## src/rtl/seg7_bcd_scan_counter.sv

```systemverilog
// Multi-digit BCD up/down counter with prescaled tick, single-step, parallel load,
// and a time-multiplexed seven-segment scan with optional leading-zero blanking.
module seg7_bcd_scan_counter #(
  parameter int DIGITS   = 4,
  parameter int TICK_DIV = 10000000,
  parameter int SCAN_DIV = 1000,
  parameter int BLANK_LZ = 1
) (
  input  logic                  clk,
  input  logic                  rst_n,
  input  logic                  ena,
  input  logic                  cnt_en,
  input  logic                  up,
  input  logic                  step,
  input  logic                  load,
  input  logic [4*DIGITS-1:0]   load_value,
  output logic [6:0]            segments,
  output logic                  dp,
  output logic [DIGITS-1:0]     digit_sel,
  output logic [4*DIGITS-1:0]   count_bcd,
  output logic                  wrap
);

  localparam int PW = $clog2(TICK_DIV);
  localparam int SW = (SCAN_DIV > 1) ? $clog2(SCAN_DIV) : 1;
  localparam int IW = (DIGITS > 1) ? $clog2(DIGITS) : 1;
  localparam logic [PW-1:0] TICK_LAST = PW'(TICK_DIV - 1);
  localparam logic [PW-1:0] TICK_HALF = PW'(TICK_DIV / 2);
  localparam logic [SW-1:0] SCAN_LAST = SW'(SCAN_DIV - 1);
  localparam logic [IW-1:0] IDX_LAST  = IW'(DIGITS - 1);

  logic [PW-1:0]          presc_r;
  logic [SW-1:0]          scan_cnt_r;
  logic [IW-1:0]          scan_idx_r;
  logic                   tick_s;
  logic                   event_s;
  logic                   carry_s;
  logic                   borrow_s;
  logic                   zero_run_s;
  logic [4*DIGITS-1:0]    inc_s;
  logic [4*DIGITS-1:0]    dec_s;
  logic [4*DIGITS-1:0]    load_clamp_s;
  logic [DIGITS-1:0]      blank_s;
  logic [DIGITS-1:0]      sel_s;
  logic [3:0]             cur_digit_s;
  logic                   blank_cur_s;

  function automatic logic [6:0] seg_decode(input logic [3:0] d);
    case (d)
      4'd0:    seg_decode = 7'h3F;
      4'd1:    seg_decode = 7'h06;
      4'd2:    seg_decode = 7'h5B;
      4'd3:    seg_decode = 7'h4F;
      4'd4:    seg_decode = 7'h66;
      4'd5:    seg_decode = 7'h6D;
      4'd6:    seg_decode = 7'h7D;
      4'd7:    seg_decode = 7'h07;
      4'd8:    seg_decode = 7'h7F;
      4'd9:    seg_decode = 7'h6F;
      default: seg_decode = 7'h00;
    endcase
  endfunction

  // Next-count candidates (ripple carry/borrow), load clamping, blanking and scan decode
  always_comb begin
    tick_s     = cnt_en && (presc_r == TICK_LAST);
    event_s    = tick_s || step;
    carry_s    = 1'b1;
    borrow_s   = 1'b1;
    zero_run_s = 1'b1;
    inc_s        = '0;
    dec_s        = '0;
    load_clamp_s = '0;
    blank_s      = '0;
    for (int i = 0; i < DIGITS; i++) begin
      load_clamp_s[4*i +: 4] = (load_value[4*i +: 4] > 4'd9) ? 4'd9 : load_value[4*i +: 4];
      inc_s[4*i +: 4] = carry_s
          ? ((count_bcd[4*i +: 4] == 4'd9) ? 4'd0 : count_bcd[4*i +: 4] + 4'd1)
          : count_bcd[4*i +: 4];
      dec_s[4*i +: 4] = borrow_s
          ? ((count_bcd[4*i +: 4] == 4'd0) ? 4'd9 : count_bcd[4*i +: 4] - 4'd1)
          : count_bcd[4*i +: 4];
      carry_s  = carry_s && (count_bcd[4*i +: 4] == 4'd9);
      borrow_s = borrow_s && (count_bcd[4*i +: 4] == 4'd0);
    end
    // A digit blanks when it and every more-significant digit are zero
    for (int i = DIGITS - 1; i >= 0; i--) begin
      zero_run_s = zero_run_s && (count_bcd[4*i +: 4] == 4'd0);
      blank_s[i] = (BLANK_LZ != 0) && (i != 0) && zero_run_s;
    end
    cur_digit_s = count_bcd[{scan_idx_r, 2'b00} +: 4];
    blank_cur_s = blank_s[scan_idx_r];
    sel_s       = DIGITS'(1'b1) << scan_idx_r;
  end

  // Prescaler, count, scan position and registered display outputs
  always_ff @(posedge clk or negedge rst_n) begin
    if (!rst_n) begin
      presc_r    <= '0;
      scan_cnt_r <= '0;
      scan_idx_r <= '0;
      count_bcd  <= '0;
      wrap       <= 1'b0;
      segments   <= 7'h00;
      dp         <= 1'b0;
      digit_sel  <= '0;
    end else if (ena) begin
      if (scan_cnt_r == SCAN_LAST) begin
        scan_cnt_r <= '0;
        scan_idx_r <= (scan_idx_r == IDX_LAST) ? '0 : scan_idx_r + IW'(1);
      end else begin
        scan_cnt_r <= scan_cnt_r + SW'(1);
      end
      digit_sel <= sel_s;
      segments  <= blank_cur_s ? 7'h00 : seg_decode(cur_digit_s);
      dp        <= (scan_idx_r == '0) && (presc_r < TICK_HALF);
      if (load) begin
        count_bcd <= load_clamp_s;
        presc_r   <= '0;
        wrap      <= 1'b0;
      end else begin
        if (cnt_en) begin
          presc_r <= tick_s ? '0 : presc_r + PW'(1);
        end else begin
          presc_r <= presc_r;
        end
        if (event_s) begin
          count_bcd <= up ? inc_s : dec_s;
          wrap      <= up ? carry_s : borrow_s;
        end else begin
          wrap      <= 1'b0;
        end
      end
    end else begin
      wrap      <= 1'b0;
      segments  <= 7'h00;
      dp        <= 1'b0;
      digit_sel <= '0;
    end
  end

endmodule

```

## config.mk

```make
export PLATFORM = sky130hd
export DESIGN_NAME = seg7_bcd_scan_counter
export DESIGN_NICKNAME = d
export VERILOG_FILES = /design/src/rtl/seg7_bcd_scan_counter.sv
export SDC_FILE = /design/constraint.sdc
export NUM_CORES = 1
export LEC_CHECK = 0
export CORE_ASPECT_RATIO = 1.75
export CORE_MARGIN = 5
export CORE_UTILIZATION = 56
export CTS_CLUSTER_SIZE = 8
export DETAILED_ROUTE_END_ITERATION = 10
export GPL_TIMING_DRIVEN = 0
export PLACE_DENSITY_LB_ADDON = 0.3
export REMOVE_ABC_BUFFERS = 1
export SYNTH_ARGS = -nofsm -noshare
export SYNTH_HDL_FRONTEND = slang
export SYNTH_SLANG_ARGS = --single-unit
```

## constraint.sdc

```tcl
create_clock -name clk -period 2.7 [get_ports clk]
set_input_delay 0.54 -clock clk [delete_from_list [all_inputs] [get_ports clk]]
set_output_delay 0.54 -clock clk [all_outputs]
set_load 0.02 [all_outputs]
```

==> key figures <==
Synth
  • Fraction of the yosys area taken by sequential cells: 38.4%
  • Synth Register Bits: 65
  • Async S/R FF share, synth: 100%
  • Most frequent cell after synthesis: dfrtp_1
  • Yosys top cell area share: between 30% and 40%
  • Synth cell types: 64
  • Cell Area, Synth: 0.00423 mm²
  • Commonest cells in the netlist: dfrtp_1 (65), o21ai_0 (54), nor2_1 (50)
  • Leading area contributor after synthesis: dfrtp_1
  • Most used DFF post-synth: dfrtp_1
  • Mean Syn Cell Area: 8.74 µm²
  • Mapped Cells: around 480
  • Post-synth EDFFs: 0
  • Area contributors post-synth: dfrtp_1 (38%), o21ai_0 (6.4%), nor2_1 (4.4%)
  • Synth Warn #: 0

Setup path
  • Path type of the worst setup path: primary input to flop
  • Worst path bufs/invs: 1
  • Critical path cell sequence: clkdlybuf4s15_2 -> nand2b_1 -> a31oi_1 -> a21oi_2 -> o211ai_4 -> a311o_1 -> o21ai_2
  • Max FO, Critical Path: 37
  • Reg-to-reg slack, setup: 0.57 ns
  • Critical path's largest stage delay: 0.66 ns
  • Arr. time, crit path: 2.62 ns
  • Crit end category: flop
  • FF-to-FF Start: count_bcd[9]
  • Startpoint types: primary input
  • Critical Path RT: 2.97 ns
  • Cell family with most CP delay: compound AO/OA/AOI/OAI gates
  • RR Endpoint: segments[2]
  • Reg2reg path depth: 6
  • CP max-delay cell: clkdlybuf4s15_2
  • Worst setup startpoint: load

Power
  • VDD IR max: 0.437 mV
  • Int Pwr: 2.37 mW
  • Switching share of power: 37.3%
  • Pwr dens: between 700 and 800 mW/mm²
  • Clock power share: 27.2%
  • Switching power total: 1.41 mW
  • Leak: about 2.1 nW
  • Comb pwr share: 33.4%
  • Part of the power in registers: 39.5%

Route
  • Vias per cell: 6.08
  • Pre-antenna DRT Iters: 5
  • DRC: 0
  • Routed len/inst: 16.1 µm
  • Detail Route Antenna Nets: 0
  • Vias: 3,688
  • Total Routed Length: just under 10,000 µm
  • DRT iter0 DRCs: 212

STA
  • Max-Slew Margin vs Limit: between 40% and 50%
  • Max Clock Freq: 426 MHz
  • Final setup violation count: 0
  • Fin Clk Skew: 0.00610 ns
  • Setup TNS: 0 ns
  • RSZ-0062 raised after global routing: no
  • Final Hold Vio Count: 0
  • Fin crit period: around 2.3 ns
  • Slew Viols, Final: 0
  • WHS: 0.299 ns
  • Worst slew pin tran: 0.868 ns
  • Final worst-path cycle share: 87.0%
  • Final WS setup: 0.350 ns

CTS
  • CTS Buffer Depth: 2
  • Clock Sinks: 65
  • Clk_lat worst skew: roughly 0.33 ns
  • H-tree depth: 3
  • CTS tree: built
  • Hold_buf cts: 0
  • Num CTS Buffers: 9
  • CTS clk-pin slew, worst paths: 0.05 ns
  • CTS root buffer: clkbuf_16

Global routing
  • Initial antenna violation count: 0
  • Largest net degree at the start of global routing: 66
  • Number of global-route vias before repair: ~3,700
  • First-pass GRT wire length: 16,500 µm
  • GRT Util Overall: 22.1%
  • Total grt overflow: 0

Floorplanning
  • Die W: 75.7 µm
  • Total core area: roughly 0.0075 mm²
  • IO Pins: 52
  • Rows: 42
  • Die area: 0.00946 mm²
  • Die height: 125 µm
  • Initial Utilization: about 57%

Outcome
  • Outcome: finished, final reports clean

Finish
  • P&R area growth vs syn: 17.3%
  • Nets: 548
  • Post-route insts no fill: a little over 600
  • Share of layout cells above drive strength 1: 8.09%
  • Diodes inserted: 0

Place
  • DP HPWL: roughly 6800 µm
  • GPL Wtd Cong: 0.817
  • Buffers on Ports: 51
  • Placed insts: a little under 600
  • Placement Setup Slack: -0.675 ns

Run
  • Max_cap viols: 0

Min path
  • Worst min-delay path class: primary input to asynchronous set/reset pin
==> power groups by stage <==
| stage | sequential (mW) | clock, mW | combinational (mW) |
|---|---|---|---|
| after CTS | 1.48 | 1.05 | 1.27 |
| after global placement | 1.48 | 0 | 1.22 |
| final | 1.49 | 1.03 | 1.26 |
| after detailed placement | 1.49 | 0 | 1.26 |
| after global routing | 1.52 | 1.09 | 1.40 |
| after floorplan | 1.55 | 0 | 0.673 |
==> placed cells by master, fill, tap and decap left out, types with 4 or more instances in the layout <==
cell,instances
a21oi_1,26
a31oi_1,5
and2_1,6
and3_1,10
clkbuf_16,9
clkdlybuf4s50_1,47
clkinv_2,4
dfrtp_1,65
ha_1,11
inv_1,21
mux4_2,4
nand2_1,48
nand2b_1,7
nand3_1,18
nand3b_1,7
nand4_1,8
nor2_1,49
nor3_1,10
o21ai_0,54
o31ai_1,6
or3_1,5
xnor2_1,11
xor2_1,18
==> worst max-delay path by stage <==
stage | end | cells past startpoint
after floorplan | segments[3] | 6
after global placement | scan_cnt_r[3] | 1
after detailed placement | count_bcd[13] | 5
after CTS | presc_r[23] | 7
after global routing | presc_r[22] | 7
final | count_bcd[12] | 7
==> kinds of logic (layout without fill, tap and decap cells) <==
| group | Yosys count | in the layout | share of synthesized area [%] |
|---|---|---|---|
| AO/OA/AOI/OAI | 124 | 124 | 18.3 |
| XOR/XNOR | 29 | 29 | 6.00 |
| adder cells (fa/ha/maj) | 11 | 11 | 3.25 |
| buffers and inverters | 53 | 88 | 5.65 |
| flip-flops | 65 | 65 | 38.4 |
| multiplexers | 10 | 10 | 3.76 |
| AND/OR/NAND/NOR | 192 | 192 | 24.6 |
==> per-stage QoR <==
step,instance area (µm²),total power [mW],util [%]
final,4960,3.77,66.5
after CTS,4960,3.79,66.4
after global placement,4690,2.70,62.9
after global routing,4960,4.01,66.5
after detailed placement,4690,2.75,62.8
after floorplan,4070,2.23,-
==> registers in the layout, indices dropped and copies added, names as in the netlist <==
signal	cells
wrap	1
presc_r	24
scan_idx_r	2
digit_sel	4
segments	7
count_bcd	16
dp	1
scan_cnt_r	10
==> cell type report <==
| type | count | area [µm²] |
|---|---|---|
| sequential | 65 | 1630 |
| fill | 594 | 2500 |
| inverter | 21 | 78.8 |
| clock buffer | 10 | 229 |
| multi-input combinational | 366 | 2370 |
| tap | 88 | 110 |
| timing repair buffer | 51 | 514 |
| clock inverter | 6 | 35.0 |
==> timing repair <==
action	4_1_cts	5_1_grt
endpoints found under the setup margin	20	12
setup buffers	0	0
resized for setup	4	2
gates cloned	0	0
==> metal layers <==
| metal | global-route usage [%] | vias to the layer above | part of all wire (%) |
|---|---|---|---|
| met5 | 0 | - | 0 |
| met4 | 8.75 | 0 | 2.4 |
| met3 | 4.98 | 24 | 4.3 |
| met2 | 37.9 | 112 | 54 |
| met1 | 25.9 | 1775 | 39 |
| li1 | - | 1777 | - |
Note: power is estimated with default switching activity, not from simulation.
